### src/rtl/mcu_port_fifo.sv
// Byte FIFOs between the MCU port interface and the core UART logic, plus the
// packed line-settings status word read by the MCU.
module mcu_port_fifo #(
  parameter int DEPTH_LOG2 = 4
) (
  input  logic        clk,
  input  logic        reset,
  output logic [7:0]  port_out_available,
  input  logic        port_out_strobe,
  output logic [7:0]  port_out_data,
  output logic [7:0]  port_in_available,
  input  logic        port_in_strobe,
  input  logic [7:0]  port_in_data,
  output logic [31:0] port_status,
  input  logic        core_tx_valid,
  input  logic [7:0]  core_tx_data,
  output logic        core_tx_ready,
  output logic        core_rx_valid,
  output logic [7:0]  core_rx_data,
  input  logic        core_rx_ready,
  input  logic [23:0] core_bitrate,
  input  logic [7:0]  core_format,
  output logic [1:0]  overflow,
  input  logic        overflow_clr
);

  localparam int DEPTH = 1 << DEPTH_LOG2;
  localparam int CW    = DEPTH_LOG2 + 1;
  localparam logic [CW-1:0]         FULL_CNT     = CW'(DEPTH);
  localparam logic [DEPTH_LOG2-1:0] PTR_ONE      = DEPTH_LOG2'(1);
  localparam logic [7:0]            IN_AVAIL_RST = (DEPTH > 255) ? 8'hFF : 8'(DEPTH);

  logic [7:0]            tx_mem [DEPTH];
  logic [DEPTH_LOG2-1:0] tx_wr, tx_rd, tx_rd_nxt;
  logic [CW-1:0]         tx_count, tx_count_nxt;
  logic                  tx_push, tx_pop, tx_drop;

  logic [7:0]            rx_mem [DEPTH];
  logic [DEPTH_LOG2-1:0] rx_wr, rx_rd, rx_rd_nxt;
  logic [CW-1:0]         rx_count, rx_count_nxt;
  logic                  rx_push, rx_pop, rx_drop;

  logic [15:0]           tx_level, rx_free;

  // A pop on a full FIFO frees the slot, so a same-cycle push is still taken.
  always_comb begin
    tx_pop       = port_out_strobe && (tx_count != '0);
    tx_push      = core_tx_valid && ((tx_count != FULL_CNT) || tx_pop);
    tx_drop      = core_tx_valid && !tx_push;
    tx_count_nxt = tx_count + CW'(tx_push) - CW'(tx_pop);
    tx_rd_nxt    = tx_pop ? tx_rd + PTR_ONE : tx_rd;

    rx_pop       = core_rx_valid && core_rx_ready;
    rx_push      = port_in_strobe && ((rx_count != FULL_CNT) || rx_pop);
    rx_drop      = port_in_strobe && !rx_push;
    rx_count_nxt = rx_count + CW'(rx_push) - CW'(rx_pop);
    rx_rd_nxt    = rx_pop ? rx_rd + PTR_ONE : rx_rd;

    tx_level     = 16'(tx_count_nxt);
    rx_free      = 16'(DEPTH) - 16'(rx_count_nxt);
  end

  always_ff @(posedge clk) begin
    if (tx_push) tx_mem[tx_wr] <= core_tx_data;
    if (rx_push) rx_mem[rx_wr] <= port_in_data;
  end

  // Status is loaded from the next count so it never disagrees with the
  // stored contents; port_out_available cannot go non-zero while empty.
  always_ff @(posedge clk) begin
    if (reset) begin
      tx_wr              <= '0;
      tx_rd              <= '0;
      tx_count           <= '0;
      rx_wr              <= '0;
      rx_rd              <= '0;
      rx_count           <= '0;
      port_out_data      <= '0;
      core_rx_data       <= '0;
      port_out_available <= '0;
      port_in_available  <= IN_AVAIL_RST;
      core_tx_ready      <= 1'b1;
      core_rx_valid      <= 1'b0;
      overflow           <= '0;
    end else begin
      if (tx_push) tx_wr <= tx_wr + PTR_ONE;
      tx_rd    <= tx_rd_nxt;
      tx_count <= tx_count_nxt;
      if (rx_push) rx_wr <= rx_wr + PTR_ONE;
      rx_rd    <= rx_rd_nxt;
      rx_count <= rx_count_nxt;

      // Forward the incoming byte when it lands on the new head slot.
      if (tx_count_nxt != '0)
        port_out_data <= (tx_push && (tx_wr == tx_rd_nxt)) ? core_tx_data : tx_mem[tx_rd_nxt];
      if (rx_count_nxt != '0)
        core_rx_data <= (rx_push && (rx_wr == rx_rd_nxt)) ? port_in_data : rx_mem[rx_rd_nxt];

      port_out_available <= (tx_level > 16'd255) ? 8'hFF : tx_level[7:0];
      port_in_available  <= (rx_free > 16'd255) ? 8'hFF : rx_free[7:0];
      core_tx_ready      <= (tx_count_nxt != FULL_CNT);
      core_rx_valid      <= (rx_count_nxt != '0);

      if (overflow_clr) overflow <= '0;
      else              overflow <= overflow | {rx_drop, tx_drop};
    end
  end

  always_ff @(posedge clk) begin
    port_status <= {core_bitrate[7:0], core_bitrate[15:8], core_bitrate[23:16], core_format};
  end

endmodule

### config.mk
export PLATFORM = sky130hd
export DESIGN_NAME = mcu_port_fifo
export DESIGN_NICKNAME = d
export VERILOG_FILES = /design/src/rtl/mcu_port_fifo.sv
export SDC_FILE = /design/constraint.sdc
export NUM_CORES = 1
export LEC_CHECK = 0
export ABC_AREA = 1
export BUFFER_PORTS_ARGS = -buffer_cell sky130_fd_sc_hd__buf_2
export CORE_MARGIN = 5
export CORE_UTILIZATION = 55
export DETAILED_ROUTE_END_ITERATION = 10
export HOLD_SLACK_MARGIN = 0.08
export PLACE_DENSITY = 0.74
export SYNTH_ARGS = -nofsm -noshare
export SYNTH_HDL_FRONTEND = slang
export SYNTH_SLANG_ARGS = --single-unit
### constraint.sdc
create_clock -name clk -period 5.6 [get_ports clk]
set_input_delay 1.12 -clock clk [delete_from_list [all_inputs] [get_ports clk]]
set_output_delay 1.12 -clock clk [all_outputs]
set_load 0.02 [all_outputs]
Yosys cells after proc, flatten, opt, wreduce, memory -nomap -nowiden
Memory sizes are Yosys's and may differ from the RTL's. A register that Yosys moved wholly into a read port is not among the register bits. Index checks and enable logic that the tools add are counted. Widths: inputs -> output; s select.

Memories kept: 2. Word-level logic and storage cells: 53. Output and inout bits: 68. Flip-flop bits (word level): 78. Bits in writable memories: 256. Input bits: 55.

Reduce and logical (&&, ||, !) cells: 15. Bitwise gates (word level): 1. Add/sub/neg operators: 9. Equality and inequality tests: 3. Mux-type cells: 8. $lt $le $gt $ge: 2.

Memories: rx_mem (words 16, width 8, read ports 1, clocked after memory_dff 1, write ports 1, RTL line 38) `logic [7:0] rx_mem [DEPTH];`; tx_mem (words 16, width 8, read ports 1, clocked after memory_dff 1, write ports 1, RTL line 33) `logic [7:0] tx_mem [DEPTH];`.

Operators by type and width (count): $add 4x1->4 const B (4); $gt 16x8->1 const B (1); $mux 8 (2); $ne 5x5->1 const B (3); $reduce_bool 5->1 (3); $add 5x1->5 (2); $sub 5x1->5 (2); $gt 5x8->1 const B (1); $mux 4 (2); $logic_and 1x1->1 (6); $sub 5x5->6 const A (1); $mux 1 (4); $reduce_or 2->1 (2); $logic_not 1->1 (2); $logic_or 1x1->1 (2); $or 2x2->2 (1).

Logic depth before layout (Yosys ltp)
Depth after elaboration: 8. Gate-level depth with buffers: 20. Mapped depth without buffers: 20.

Least setup slack after synthesis
OpenSTA, ideal clock, no wires.

Path kind: input to register. Start point: input core_rx_ready. End point: register core_rx_data[0] (read register of rx_mem). Data arrival time: 3.648 ns. Data required time: 5.541 ns. Slack: 1.893 ns. Buffers on the path: 0. Stages on the path: 19. Library setup time: 0.059 ns. Cells stage by stage: nand2_2 -> nand4_1 -> nand2_1 -> ha_1 -> inv_1 -> ha_1 -> inv_1 -> fa_1 -> or2_2 -> a21oi_1 -> or2_2 -> xnor2_1 -> inv_1 -> ha_1 -> nor2_1 -> inv_1 -> nor2_1 -> nand2_1 -> nand2_1.

Cells in the longest elaborated chain, start to end: 6. Elaborated cells between the ends (all ways): 7. Classes of those cells: 2 x add/sub; 1 x mux; 4 x reduce/logical.

RTL lines: start: declaration (RTL line 20) `input logic core_rx_ready,`; $logic_and 1x1->1 (*) (RTL line 53) `rx_pop = core_rx_valid && core_rx_ready;`; $logic_or 1x1->1 (RTL line 54) `rx_push = port_in_strobe && ((rx_count != FULL_CNT) || rx_pop);`; $logic_and 1x1->1 (RTL line 54); $add 5x1->5 (RTL line 56) `rx_count_nxt = rx_count + CW'(rx_push) - CW'(rx_pop);`; $sub 5x1->5 (RTL line 56); $reduce_bool 5->1 (RTL line 96) `if (rx_count_nxt != '0)`; end: declaration (RTL line 19) `output logic [7:0] core_rx_data,`.

Mark *: on every way between the ends. The rest lies on a longest branch, timed or not. A chain may end at the register's enable or synchronous reset.

Worst setup path in the final report
Start point: input port_out_strobe. End point: register port_out_data[6] (read register of tx_mem).

Cells in the longest elaborated chain, start to end: 6. Elaborated cells between the ends (all ways): 7. Classes of those cells: 2 x add/sub; 1 x mux; 4 x reduce/logical.

RTL lines: start: declaration (RTL line 9) `input logic port_out_strobe,`; $logic_and 1x1->1 (*) (RTL line 47) `tx_pop = port_out_strobe && (tx_count != '0);`; $logic_or 1x1->1 (RTL line 48) `tx_push = core_tx_valid && ((tx_count != FULL_CNT) || tx_pop);`; $logic_and 1x1->1 (RTL line 48); $add 5x1->5 (RTL line 50) `tx_count_nxt = tx_count + CW'(tx_push) - CW'(tx_pop);`; $sub 5x1->5 (RTL line 50); $reduce_bool 5->1 (RTL line 94) `if (tx_count_nxt != '0)`; end: declaration (RTL line 10) `output logic [7:0] port_out_data,`.

Marks and branches as above.

==> flow_summary.toml <==
[outcome]
status = "finished, final reports clean"

[floorplan]
die_x_um = 170
die_y_um = 170
start_util_pct = 55.9
num_io_pins = 123
coreArea_sq_um = 25200
die_area_sq_um = 28900
rows = 58

[timing]
fmaxAchievable_mhz = 254
rsz0062_at_grt = "no"
fin_tns_setup_ns = 0
setup_viol = 0
max_slew.worst_pin.slew_ns = 1.07
finalCritPeriodShare_pct = 70.2
report.final.slew_viol_count = 0
hold_viol_final = 0
relSlewSlack_pct = 28.9
fin_worst_skew_ns = 0.0187
period_needed_ns = 3.93

[final_layout]
diodes = 0
final_cells = 1747
drive_gt1_share_pct = 14.3
nets = 1470
synthToLayoutAreaGrowth_pct = 13.1

[place]
place.gp.congestion = 0.857
numPortBuffers = 119
hpwlAfterDp_um = 19100
place_inst = 1681

[worst_setup_path]
crit_type = "primary input to register"
required_ns = 5.97
cp_max_fo = 15
critical_path_arrival_ns = 4.30
reg2reg_depth = 17
start_kind = "primary input"
end_kind = "register"

[power]
powerDensity_nw_per_um2 = 478
vdd_drop_max_mv = 0.492
power_leakage_nw = 6.29

[clocking]
cts_tree = "built"
clockBufferDepth = 3
cts_resized = 0
cts_made_buffers = 36
clk_pin_slew_worst_paths_ns = 0.06
cts_hold_buffers = 0
cts.sinks = 340
root_buffer = "clkbuf_16"
clock_latency_ns = 0.52
htree_levels = 2
cts_setup_buffers = 0

[global_route]
grt_max_degree = 69
grt_pass1_vias = 9241
antenna_found_initial = 0
grt_use_total_pct = 21.5
grt_overflow_total = 0
grt_first_pass_wirelength_um = 49200

[yosys]
ys_top_cells_by_area = "edfxtp_1, dfxtp_1, nand3_1"
yosysTopAreaCellShare_pct = 54.6
ys_warn_count = 0
syn_area_sq_um = 14100
yosys-top-cells-count = "edfxtp_1, nor2_1, nand3_1, nand2_1, inv_1"
synth_edf_count = 256
synth_cell_types = 39
synth-seq-cells = 340
avgSynthCellArea_sq_um = 10.9
syn_inst = 1290
ys_seq_area_share_pct = 66.6
synthFlopType = "edfxtp_1"
synth_top_area_cell = "edfxtp_1"
synthArstFlopShare_pct = 0
yosysMostFrequentCell = "edfxtp_1"

[detailed_routing]
drc = 0
vias_per_cell = 5.53
drtPass1Iterations = 5
wl_per_cell_um = 18.0
drtAntennaViolNets = 0
drt_iter0_drc = 1041
wirelength_um = 31400
vias = 9667

[run]
maxCapViolations = 0

[worst_hold_path]
min_path_cells = 2
hold_path_class = "register to register"
-- per-layer routing --
layer	part of all wire (%)	wire, um	vias up	track usage, %
met1	42	13100	4607	29.8
met5	0	0	-	0
li1	-	-	4598	-
met3	8.2	2580	68	4.48
met4	2.6	813	0	6.35
met2	47	14900	394	34.9
-- placed cells by master, fill, tap and decap left out, types with 3 or more instances in the layout --
master,instances
edfxtp_1,256
nor2_1,176
nand3_1,163
nand2_1,155
inv_1,134
buf_2,119
dfxtp_1,84
o21ai_0,71
clkbuf_16,37
o211ai_1,35
nand3b_1,30
ha_1,24
a21oi_1,23
o22ai_1,18
clkbuf_1,11
nand2_2,6
xor2_1,6
xnor2_1,6
clkinv_1,5
inv_2,4
or2_2,4
nor2_2,4
nand2_4,4
clkinv_2,4
buf_4,4
nand4_1,3
nand3_2,3
o21ai_1,3
conb_1,3
-- final timing paths --
path                                                      end  slack, ns                              from
worst max-delay path            port_out_data[6]$_SDFFE_PP0P_       1.67                   port_out_strobe
worst max register to register  port_out_data[6]$_SDFFE_PP0P_       1.73  port_out_available[3]$_SDFF_PP0_
worst min-delay path             core_rx_data[3]$_SDFFE_PP0P_       0.45      core_rx_data[3]$_SDFFE_PP0P_
worst min register to register   core_rx_data[3]$_SDFFE_PP0P_       0.45      core_rx_data[3]$_SDFFE_PP0P_
-- final cells by class --
class                           count  area (sq um)
Clock buffer                       50           995
Clock inverter                     16           136
Fill cell                        1899          9250
Inverter                          139           524
Multi-Input combinational cell    749          3860
Sequential cell                   340          9370
Tap cell                          330           413
Timing Repair Buffer              123           626
-- where the power goes --
part	leakage (nW)	switching, mW	internal [mW]	total, mW
clock network	0.545	0.948	1.34	2.29
logic	2.73	1.62	0.724	2.34
registers	3.01	0.0914	2.89	2.99
-- through the flow --
stage,total power [mW],hold WS (ns),setup slack [ns],cell area (sq um),utilization (%)
after floorplan,4.76,0.506,1.89,14100,-
after global placement,5.30,0.436,1.33,14800,58.8
after detailed placement,5.36,0.434,1.14,14800,58.8
after CTS,7.65,0.450,1.66,15900,63.3
after global routing,8.07,0.477,1.39,15900,63.3
final,7.62,0.447,1.67,15900,63.3
-- worst max-delay path, stage by stage --
cell	delay [ns]
buf_2	0.15
nor3_1	0.08
nor2_1	0.36
inv_1	0.17
ha_1	0.31
inv_1	0.04
ha_1	0.19
fa_1	0.41
xor2_1	0.18
nor3_1	0.20
nand2_1	0.11
nor2_1	0.69
nor2_1	0.13
nand2_1	0.11
a21oi_1	0.06
-- kinds of logic (layout without fill, tap and decap cells) --
| family | after synthesis | count (layout) | share of synthesized area, % |
|---|---|---|---|
| simple gates | 553 | 553 | 17.8 |
| flops | 340 | 340 | 66.6 |
| other cells | 1 | 3 | 0.0266 |
| compound gates | 155 | 155 | 6.38 |
| xor+xnor | 12 | 12 | 0.747 |
| buf+inv | 203 | 328 | 6.04 |
| fa+ha+maj | 26 | 26 | 2.42 |
-- flip-flops by register name, summed over array words and instances (netlist names) --
register	flops
rx_mem	128
tx_mem	128
port_status	32
core_rx_data	8
port_out_data	8
port_in_available	6
port_out_available	5
rx_count	5
rx_rd	4
rx_wr	4
tx_rd	4
tx_wr	4
overflow	2
core_rx_valid	1
core_tx_ready	1
Note: power is estimated with default switching activity, not from simulation.
